===== config.mk =====
export PLATFORM = sky130hd
export DESIGN_NAME = rr_pkt_arb4
export DESIGN_NICKNAME = d
export VERILOG_FILES = /design/src/rtl/rr_pkt_arb4.sv
export SDC_FILE = /design/constraint.sdc
export NUM_CORES = 1
export LEC_CHECK = 0
export CAP_MARGIN = 5
export CORE_MARGIN = 2
export CORE_UTILIZATION = 45
export DETAILED_ROUTE_END_ITERATION = 7
export HOLD_SLACK_MARGIN = 0.02
export PLACE_DENSITY = 0.85
export SYNTH_ARGS = -nofsm -noshare
export SYNTH_HDL_FRONTEND = slang
export SYNTH_SLANG_ARGS = --single-unit

===== constraint.sdc =====
create_clock -name clk -period 3.14 [get_ports clk]
set_input_delay 0.628 -clock clk [delete_from_list [all_inputs] [get_ports clk]]
set_output_delay 0.628 -clock clk [all_outputs]
set_load 0.1 [all_outputs]

===== src/rtl/rr_pkt_arb4.sv =====
// Packet-aware 4-source round-robin arbiter driving an external 4:1 mux; 1-cycle latency to a registered output beat.
// A beat is accepted only when the output stage is empty or draining; a packet holds its grant until its last beat.
module rr_pkt_arb4 #(
  parameter int WIDTH = 32
) (
  input  logic             clk,
  input  logic             rst,
  input  logic [3:0]       in_valid,
  input  logic [3:0]       in_last,
  output logic [3:0]       in_ready,
  output logic [1:0]       sel,
  input  logic [WIDTH-1:0] mux_data,
  output logic             out_valid,
  input  logic             out_ready,
  output logic [WIDTH-1:0] out_data,
  output logic             out_last,
  output logic [1:0]       out_src
);

  typedef enum logic {IDLE, LOCKED} state_t;

  state_t     state, state_nxt;
  logic [1:0] ptr, ptr_nxt;
  logic [1:0] lock_src, lock_nxt;
  logic [1:0] cand, idx;
  logic       space, load;

  // Walk from ptr+3 down to ptr so the source closest to ptr wins.
  always_comb begin
    cand = ptr;
    idx  = ptr;
    if (state == LOCKED) begin
      cand = lock_src;
    end else begin
      for (int k = 3; k >= 0; k--) begin
        idx = ptr + 2'(k);
        if (in_valid[idx]) cand = idx;
      end
    end
  end

  assign sel      = cand;
  assign space    = !out_valid || out_ready;
  assign load     = space && in_valid[cand];
  assign in_ready = load ? (4'b0001 << cand) : 4'b0000;

  always_comb begin
    state_nxt = state;
    ptr_nxt   = ptr;
    lock_nxt  = lock_src;
    if (load) begin
      if (in_last[cand]) begin
        state_nxt = IDLE;
        ptr_nxt   = cand + 2'd1;
      end else begin
        state_nxt = LOCKED;
        lock_nxt  = cand;
      end
    end
  end

  always_ff @(posedge clk) begin
    if (rst) begin
      state     <= IDLE;
      ptr       <= 2'd0;
      lock_src  <= 2'd0;
      out_valid <= 1'b0;
      out_data  <= '0;
      out_last  <= 1'b0;
      out_src   <= 2'd0;
    end else begin
      state    <= state_nxt;
      ptr      <= ptr_nxt;
      lock_src <= lock_nxt;
      if (load) begin
        out_valid <= 1'b1;
        out_data  <= mux_data;
        out_last  <= in_last[cand];
        out_src   <= cand;
      end else if (out_ready) begin
        out_valid <= 1'b0;
      end
    end
  end

endmodule


==> parameters.txt <==
Parameter                              Value

Detailed routing
  Drt drc    0
  DRT Pass-1 Iters    4
  Post-detailed-route wirelength per cell    14.0 um
  Remaining number of nets flagged by the antenna check after routing    0
  Number of violations reported at the end of detailed-routing iteration 0    139
  Overall routed net length    5.23 mm
  Via-per-instance ratio    5.27
  Via Count    1,970

Clock tree
  Clock tree from TritonCTS    built
  CTS clk-pin slew, worst paths    0.07 ns
  Total CTS buffers    5
  Maximum count of clock buffers along a single path    2
  Count of H-tree levels built during CTS    2
  CTS Root Cell    sky130_fd_sc_hd__clkbuf_8
  Number of sinks handled by clock tree synthesis    41
  Count of hold buffers inserted by post-cts repair    0
  Clock latency reported for the late side of the worst-skew pair    0.29 ns

STA
  Relative max-transition margin    51.1%
  Worst Slack Setup Final    0.142 ns
  Finish-stage setup viols    0
  Minimum clock period after layout    3.00 ns
  Final count of hold timing violations    0
  Max-slew violation total from the final report    0
  Clk_skew    0.00421 ns
  Final period utilization    95.5%
  Max Freq    334 MHz
  Slew at the pin closest to its max-slew limit    0.731 ns

Finish
  Signed area change from the synthesized netlist to the final layout    54.1%
  Footprint of the flip-flops and latches    821 um2
  Number of nets in the layout    365
  Number of diodes    0
  Layout cell share with drive strength beyond 1    25.2%
  Filler Cells Inserted    376
  Final Cell Area    0.00304 mm2
  Multi-input combinational cell area    0.00107 mm2
  Non-filler cells, final    374

Setup path
  Kind of start point of the critical path    input port
  Critical R2R Capture    out_data[30]$_SDFFE_PP0P_
  Worst-path maximum fanout    6
  Path depth of the worst reg2reg path    10
  Startpoint of the worst setup timing path    in_valid[3]
  Worst R2R Setup Slack    0.72 ns
  Req. time, crit path    2.51 ns
  Category of the worst setup path capture point    primary output
  Start of the worst register-to-register path    ptr[0]$_SDFFE_PP0P_
  Worst Path Arrival    2.37 ns
  Crit Path Category    in2out
  Capturing element of the worst setup path    in_ready[0]

Min path
  Class of the most critical hold timing path    reg2reg

Floorplanning
  Core Area    0.00429 mm2
  Full die area    0.00492 mm2
  Initial Utilization    45.9%
  Number of top-level pins    85
  Cell row count    24
  Chip height    70.2 um
  Die Width    70.2 um

Synth
  Ys async rst share    0%
  Synthesized net count    274
  Average footprint of a synthesized cell    8.53 um2
  Dominant register cell in the synthesized netlist    sky130_fd_sc_hd__dfxtp_1
  Count of synthesis-stage warnings from yosys    0
  Number of distinct library cells after synthesis    33
  Number of synthesized flops with an enable pin    0
  Number of flip-flops and latches in the synthesized netlist    41
  Mapped Cells    231
  Portion of the post-synthesis area used by sequential elements    41.7%
  Post-synthesis cell area    0.00197 mm2

GRT
  Initial antenna violation count    0
  Aggregate global routing overflow    0
  Number of global-route vias before repair    1,884
  Maximum number of pins on one net before global-route repair    70
  Global-route total usage across every layer    21.4%
  Global-route wire length before repair    8.56 mm

Placement
  Post-detailed-placement cell area    0.00294 mm2
  Placement Setup Slack    -0.0691 ns
  Placer Congestion    0.977
  DP Cell Count    366
  HPWL reported at the end of detailed placement    3.73 mm
  PortBufs    84

Outcome
  Outcome    complete, no violations

Flow run
  Max-cap violations    0
critical path, cell delays in order:
cell	delay (ns)
sky130_fd_sc_hd__clkdlybuf4s50_1	0.45
sky130_fd_sc_hd__o221a_1	0.27
sky130_fd_sc_hd__o21a_1	0.24
sky130_fd_sc_hd__nor2_4	0.16
sky130_fd_sc_hd__inv_4	0.04
sky130_fd_sc_hd__buf_4	0.17
sky130_fd_sc_hd__nor3_4	0.21
sky130_fd_sc_hd__buf_12	0.20
cells in the final DEF (no fill, tap or decap), types with 4 or more instances in the layout:
cell type,count
sky130_fd_sc_hd__a21oi_1,40
sky130_fd_sc_hd__buf_12,8
sky130_fd_sc_hd__buf_4,52
sky130_fd_sc_hd__clkbuf_8,5
sky130_fd_sc_hd__clkdlybuf4s50_1,39
sky130_fd_sc_hd__dfxtp_1,41
sky130_fd_sc_hd__inv_1,5
sky130_fd_sc_hd__nand2_1,7
sky130_fd_sc_hd__nand2b_1,5
sky130_fd_sc_hd__nor2_1,4
sky130_fd_sc_hd__o21ai_0,37
sky130_fd_sc_hd__o21ai_1,7
sky130_fd_sc_hd__or3b_1,32
worst min-delay path by stage:
stage	start	end	slack [ns]	cells past startpoint
floorplan	lock_src[1]$_SDFFE_PP0P_	lock_src[1]$_SDFFE_PP0P_	0.44	2
global placement	out_src[0]$_SDFFE_PP0P_	out_src[0]$_SDFFE_PP0P_	0.45	2
detailed placement	out_src[0]$_SDFFE_PP0P_	out_src[0]$_SDFFE_PP0P_	0.46	2
CTS	out_src[0]$_SDFFE_PP0P_	out_src[0]$_SDFFE_PP0P_	0.47	2
global route	lock_src[1]$_SDFFE_PP0P_	lock_src[1]$_SDFFE_PP0P_	0.48	2
finish	lock_src[0]$_SDFFE_PP0P_	lock_src[0]$_SDFFE_PP0P_	0.47	2
state kept, by name, indices dropped and copies added, names as in the netlist:
register and flops:
ptr 2, out_last 1, lock_src 2, state 1
out_data 32, out_valid 1, out_src 2
synth_stat cells (3+ instances only):
| cell type | count | area (um2) |
|---|---|---|
| sky130_fd_sc_hd__buf_6 | 4 | 45.0 |
| sky130_fd_sc_hd__nand2_1 | 8 | 30.0 |
| sky130_fd_sc_hd__inv_1 | 5 | 18.8 |
| sky130_fd_sc_hd__o21ai_0 | 38 | 190 |
| sky130_fd_sc_hd__nand2b_1 | 5 | 31.3 |
| sky130_fd_sc_hd__clkbuf_1 | 12 | 45.0 |
| sky130_fd_sc_hd__dfxtp_1 | 41 | 821 |
| sky130_fd_sc_hd__nor4_1 | 3 | 18.8 |
| sky130_fd_sc_hd__nor2b_1 | 3 | 18.8 |
| sky130_fd_sc_hd__a21oi_1 | 40 | 200 |
| sky130_fd_sc_hd__or3b_1 | 32 | 280 |
| sky130_fd_sc_hd__o21ai_1 | 6 | 30.0 |
| sky130_fd_sc_hd__nor2_1 | 8 | 30.0 |
area by class of cell:
cell class / instances / share of cell area [%]
Clock buffer: 6 / 2.39
Multi-Input combinational cell: 165 / 35.2
Timing Repair Buffer: 102 / 32.0
Sequential cell: 41 / 27.0
Tap cell: 52 / 2.14
Clock inverter: 1 / 0.289
Inverter: 7 / 0.948
routing by layer:
layer  share of wire [%]  GRT usage, %
met1                  43          27.0
met2                  48          34.2
met3                 6.9          5.48
met4                 2.4          9.83
met5                   0             0
kinds of logic after synthesis:
logic type / share of synthesized area [%]
AO/OA/AOI/OAI: 27.7
AND/OR/NAND/NOR: 22.7
flip-flops: 41.7
buffers and inverters: 6.42
multiplexers: 1.02
XOR/XNOR: 0.445
stage by stage:
stage          utilization (%)  hold slack [ns]   TNS, ns
3_5_place_dp              68.4            0.460    -0.130
2_1_floorplan                -            0.438         0
5_1_grt                   70.7            0.481  -0.00441
3_3_place_gp              68.4            0.446   -0.0996
4_1_cts                   70.5            0.472         0
6_report                  70.7            0.471         0
repair_timing:
item                                    in CTS  in global routing
gates cloned                                 0                  0
pin swaps                                    2                  2
resized for setup                            2                  4
endpoints found under the setup margin       3                  2
buffers inserted                             1                  0
Power is not shown: default switching activity piles up to over one toggle a cycle in this logic, so the estimate is an artifact.
==> RTL change 1, RTL diff (same settings) <==
Change the parameter `WIDTH` from 32 to 48.
--- a/src/rtl/rr_pkt_arb4.sv
+++ b/src/rtl/rr_pkt_arb4.sv
@@ -3,3 +3,3 @@
 module rr_pkt_arb4 #(
-  parameter int WIDTH = 32
+  parameter int WIDTH = 48
 ) (
Interface: changed (resized mux_data and out_data); port bits go from 85 to 117. The function was not compared with the original's and may differ.
==> RTL change 1 against the original RTL <==
  * Utilization is 4.1 points higher
  * Global-route usage shrank 0.75 points
  * Worst hold slack gained 0.013 ns
  * Worst setup slack worse by 0.038 ns
  * First-iteration DRC count decreased by 38%
  * Register-to-register slack got worse by 0.26 ns
  * Area after synthesis is 21% higher
  * Clock skew rose by 0.0017 ns
  * Routed wire length increased by 11%
  * Sequential cell count grew 16
  * Final area is 26% higher
  * Critical path type unchanged
  * Critical endpoint is now in_ready[1]
  * Largest cell class is now buffers
  * Highest routed layer unchanged
Power is left out: the tool's default activity adds up to more than one toggle a clock period on the data nets, which glitch-free logic cannot reach.
==> RTL change 1: results (changes against the original RTL) <==
- Clock latency at the later pin of the worst-skew pair: 0.33 ns (was 0.29 ns)
- Nets@finish: 416 (was 365)
- Area post-placement: 3601 sq um (was 2939 sq um)
- Largest net degree at the start of global routing: 61 (was 70)
- Initial drt markers: 86 (was 139)
- Dpl ws: -0.2755 ns (was -0.06905 ns)
- Initial antenna violation count: 0 (unchanged)
- Met1 Resource Use GR: 24.76% (was 26.99%)
- Critical Path AT: 2.41 ns (was 2.37 ns)
- Tot GR Track Use: 20.62% (was 21.37%)
- Largest fanout on the critical path: 4 (was 6)
- CTS clock-pin slew for the worst setup and hold paths: 0.06 ns
- Fill count: 390 (was 376)
- Placed insts: 414 (was 366)
- Top FF cell, synth: dfxtp_1 (unchanged)
- First-pass GRT wire length: 9.701 mm (was 8.556 mm)
- Number of synthesized flops with an enable pin: 0 (unchanged)
- Hold/Removal Path Class: reg -> reg (unchanged)
- H-tree lvl count: 3 (was 2)
- Post-synth ARST share: 0% (unchanged)
- Vias: 2,118 (was 1,970)
- Root buf cell: clkbuf_8 (unchanged)
- Vias/cell: 4.903 (was 5.267)
- Library cells used by synthesis: 32 (was 33)
- Post-synth top cells: nor2_1 (58), dfxtp_1 (57), mux2i_1 (55), inv_1 (8), buf_6 (7) (was dfxtp_1 (41), a21oi_1 (40), o21ai_0 (38), or3b_1 (32), clkbuf_1 (12))
- CP Launch Point: in_valid[2] (was in_valid[3])
- Post-synthesis sequential area ratio: 48.03% (was 41.68%)
- Status: finished clean (unchanged)
- Total CTS buffers: 9 (was 5)
- Port Buffers: 116 (was 84)
- Worst slew margin: 26.94% (was 51.10%)
- Biggest register: out_data (unchanged)
- Met2 usage: 32.98% (was 34.18%)
- Layout cells sized above 1: 30.66% (was 25.16%)
- GP Congestion: 0.8269 (was 0.9771)
- Hold_sp: out_last (was lock_src[0])
- FF-to-FF Start: ptr[0] (unchanged)
- Setup Skew: 0.005960 ns (was 0.004211 ns)
- GR Layer Usage met3: 8.471% (was 5.483%)
- Ranking of synthesized cells by area: dfxtp_1 (48%), mux2i_1 (23%), nor2_1 (9.2%) (was dfxtp_1 (42%), or3b_1 (14%), a21oi_1 (10%))
- Detailed Place HPWL: 4.182 mm (was 3.726 mm)
- Routed WL: 5.786 mm (was 5.230 mm)
- Max FFs per register: 48 (was 32)
- Mapped Nets: 290 (was 274)
RTL change 1: cell types whose count changed in the layout (fill, tap and decap cells not counted), moves of 4 or more:
cell | before | now
mux2i_1 | 2 | 52
o21ai_0 | 37 | 2
a21oi_1 | 40 | 1
clkdlybuf4s50_1 | 39 | 53
clkbuf_8 | 5 | 10
nor2_1 | 4 | 56
buf_4 | 52 | 65
nand2b_1 | 5 | 1
or3b_1 | 32 | 0
a211o_1 | 0 | 4
o21ai_1 | 7 | 0
dfxtp_1 | 41 | 55
RTL change 1: final cells by class:
class	count	area, sq um	area share [%]
inverter	9	35.03	0.9177
clock buffer	13	148.9	3.900
clock inverter	3	40.04	1.049
timing repair buffer	130	1191	31.20
tap	70	87.58	2.294
sequential	57	1144	29.96
multi-input combinational	150	1171	30.68
RTL change 1: timing repair:
action                                  CTS  global route
buffers inserted                          2             0
pin swaps                                 3             4
endpoints found under the setup margin    4             4
resized for setup                        10             7
RTL change 1: worst paths after layout:
check             cells after the start  slack [ns]            to
hold / removal                        2        0.48      out_last
setup / recovery                      9        0.10   in_ready[1]
hold reg to reg                       2        0.48      out_last
setup reg to reg                     10        0.46  out_data[36]
RTL change 1: cell families after synthesis:
family	synth area share [%]
buffers and inverters	6.529
AOI/OAI and AO/OA	9.899
muxes	24.28
and+or+nand+nor	11.27
DFF	48.03
RTL change 1: metrics by stage:
stage	hold slack, ns	utilization [%]
after floorplan	0.5033	-
after global placement	0.4594	70.50
after detailed placement	0.4794	70.50
after CTS	0.4894	74.82
after global routing	0.5186	74.74
final	0.4841	74.74
RTL change 1: worst max-delay path, stage by stage:
cell and delay [ns]:
dlygate4sd2_1 0.28, inv_2 0.09, o221ai_1 0.11, a211o_1 0.39
nand2_8 0.11, inv_1 0.05, or3_4 0.42, nor2_4 0.14
buf_12 0.18
RTL change 1: layer usage:
metal  vias to the layer above  wire [um]
li1                       1044          -
met1                       972       2471
met2                        87       2779
met3                        15        407
met4                         0        128
met5                         -          0
==> RTL change 2, RTL diff (same flow settings) <==
Without the edit above. Reset style: asynchronous (`rst`), changed in one clocked block.
--- a/src/rtl/rr_pkt_arb4.sv
+++ b/src/rtl/rr_pkt_arb4.sv
@@ -61,3 +61,3 @@
 
-  always_ff @(posedge clk) begin
+  always_ff @(posedge clk or posedge rst) begin
     if (rst) begin
Formal check against the unedited RTL: differs if rst is asserted again (counterexample within 4 cycles, from zero or initial values and one cycle with rst high); with rst held inactive, the same outputs for 10 cycles.
==> RTL change 2 against the original RTL <==
  * Final area grew 3.9%
  * Critical path depth is the same
  * Worst setup slack got worse by 0.042 ns
  * Count of clock-buffer cells in the layout shrank 1
  * Highest routed layer unchanged
  * Die area fell by 3.8%
  * Cell count is 19% lower
  * Critical path type unchanged
  * Area after synthesis shrank 4.1%
  * Clock skew down 0.0010 ns
  * Routed wire length down 12%
  * Sequential cell count unchanged
Power is not shown: default switching activity piles up to over one toggle a cycle in this logic, so the estimate is an artifact.
==> RTL change 2: results (changes against the original RTL) <==
- Post-synth ARST share: 100.0% (was 0%)
- Starting Density: 46.89% (was 45.86%)
- Met2 routed WL: 2.298 mm (was 2.505 mm)
- Status: finished clean (unchanged)
- Dpl ws: -0.07768 ns (was -0.06905 ns)
- Hold/Removal Path Class: reg -> reg (unchanged)
- Top FF cell, synth: dfrtp_1 (was dfxtp_1)
- Detailed Place HPWL: 3.487 mm (was 3.726 mm)
- Critical Path AT: 2.41 ns (was 2.37 ns)
- Most Crowded Layer GR: met2 (unchanged)
- Register Area: 1026 sq um (was 820.8 sq um)
- DR pass1 iterations: 4 (unchanged)
- Design area: 3153 sq um (was 3035 sq um)
- Multi-input logic area: 858.3 sq um (was 1069 sq um)
- Post-Synth XOR/XNOR Area: 0.4636% (was 0.4447%)
- Max FFs per register: 32 (unchanged)
- Largest net degree at the start of global routing: 27 (was 70)
- Non-clock buffers: 106 (was 102)
- Mux contribution to synthesized area: 22.05% (was 1.017%)
- Setup Skew: 0.003200 ns (was 0.004211 ns)
- Synth Area in Compound Gates: 10.20% (was 27.70%)
- Adder-Cell Fraction of Synth Area: 0.5298% (was 0%)
- WL per Instance: 15.15 um (was 13.98 um)
- GR Layer Usage met3: 6.818% (was 5.483%)
- First-pass GRT wire length: 7.369 mm (was 8.556 mm)
- Actual slew at the worst max-slew pin: 0.6530 ns (was 0.7312 ns)
- Vias/cell: 5.161 (was 5.267)
- Ranking of synthesized cells by area: dfrtp_1 (54%), mux2_2 (19%), a21oi_1 (2.1%) (was dfxtp_1 (42%), or3b_1 (14%), a21oi_1 (10%))
- Biggest register: out_data (unchanged)
- Met2 usage: 33.65% (was 34.18%)
- Inverter count: 8 (was 7)
- Met1 Resource Use GR: 27.22% (was 26.99%)
- Clock-cell share: 4.246% (was 2.679%)
- Post-synth top cells: dfrtp_1 (41), mux2_2 (32), nor2_1 (9), a21oi_1 (8), inv_1 (6) (was dfxtp_1 (41), a21oi_1 (40), o21ai_0 (38), or3b_1 (32), clkbuf_1 (12))
- Layout cells sized above 1: 48.43% (was 25.16%)
- Finished Layout Cells: 304 (was 374)
- Fill count: 254 (was 376)
- Clkbuf count: 5 (was 6)
- GP Congestion: 0.7980 (was 0.9771)
- WL met1: 1.871 mm (was 2.234 mm)
- Syn avg cell area: 12.94 sq um (was 8.525 sq um)
- FF+latch count: 41 (unchanged)
- Library cells used by synthesis: 39 (was 33)
- Post-synthesis sequential area ratio: 54.30% (was 41.68%)
- #MultiIn Comb: 91 (was 165)
- Number of global-route vias before repair: 1,595 (was 1,884)
- Port Buffers: 84 (unchanged)
- Largest fanout on the critical path: 5 (was 6)
- Tot GR Track Use: 21.18% (was 21.37%)
- Placed insts: 294 (was 366)
- Area post-placement: 2995 sq um (was 2939 sq um)
- Mapped Nets: 189 (was 274)
- Die width: 68.80 um (was 70.16 um)
- Drt drc: 0 (unchanged)
- Non-clk buf share: 32.66% (was 31.99%)
- Initial antenna violation count: 0 (unchanged)
- Initial drt markers: 168 (was 139)
- Clock latency at the later pin of the worst-skew pair: 0.29 ns (about the same)
- Met3 routed WL: 364 um (was 362 um)
## RTL change 2: repair_timing
action / 4_1_cts / 5_1_grt
setup buffers: 0 / 2
gates resized for setup: 2 / 3
pin swaps: 0 / 4
hold buffers: 0 / 0
gates cloned: 0 / 0
setup endpoints to repair: 2 / 3
## RTL change 2: path summary, 6_finish.rpt
path                            slack, ns      endpoint    startpoint  depth (start not counted)
worst max-delay path                  0.1   in_ready[0]   in_valid[0]                          8
worst min-delay path                 0.50  out_data[21]  out_data[21]                          1
worst max register to register       0.58  out_data[16]        ptr[1]                          8
worst min register to register       0.50  out_data[21]  out_data[21]                          1
max in group asynchronous            1.86  out_data[20]           rst                          3
min in group asynchronous            0.72   out_data[9]           rst                          2
## RTL change 2: worst max-delay path, stage by stage
cell and delay, ns:
clkdlybuf4s50_1 0.55, nand2b_1 0.13, a21oi_1 0.08, o221ai_2 0.29
inv_6 0.04, or3_4 0.38, nor2_4 0.14, buf_12 0.18
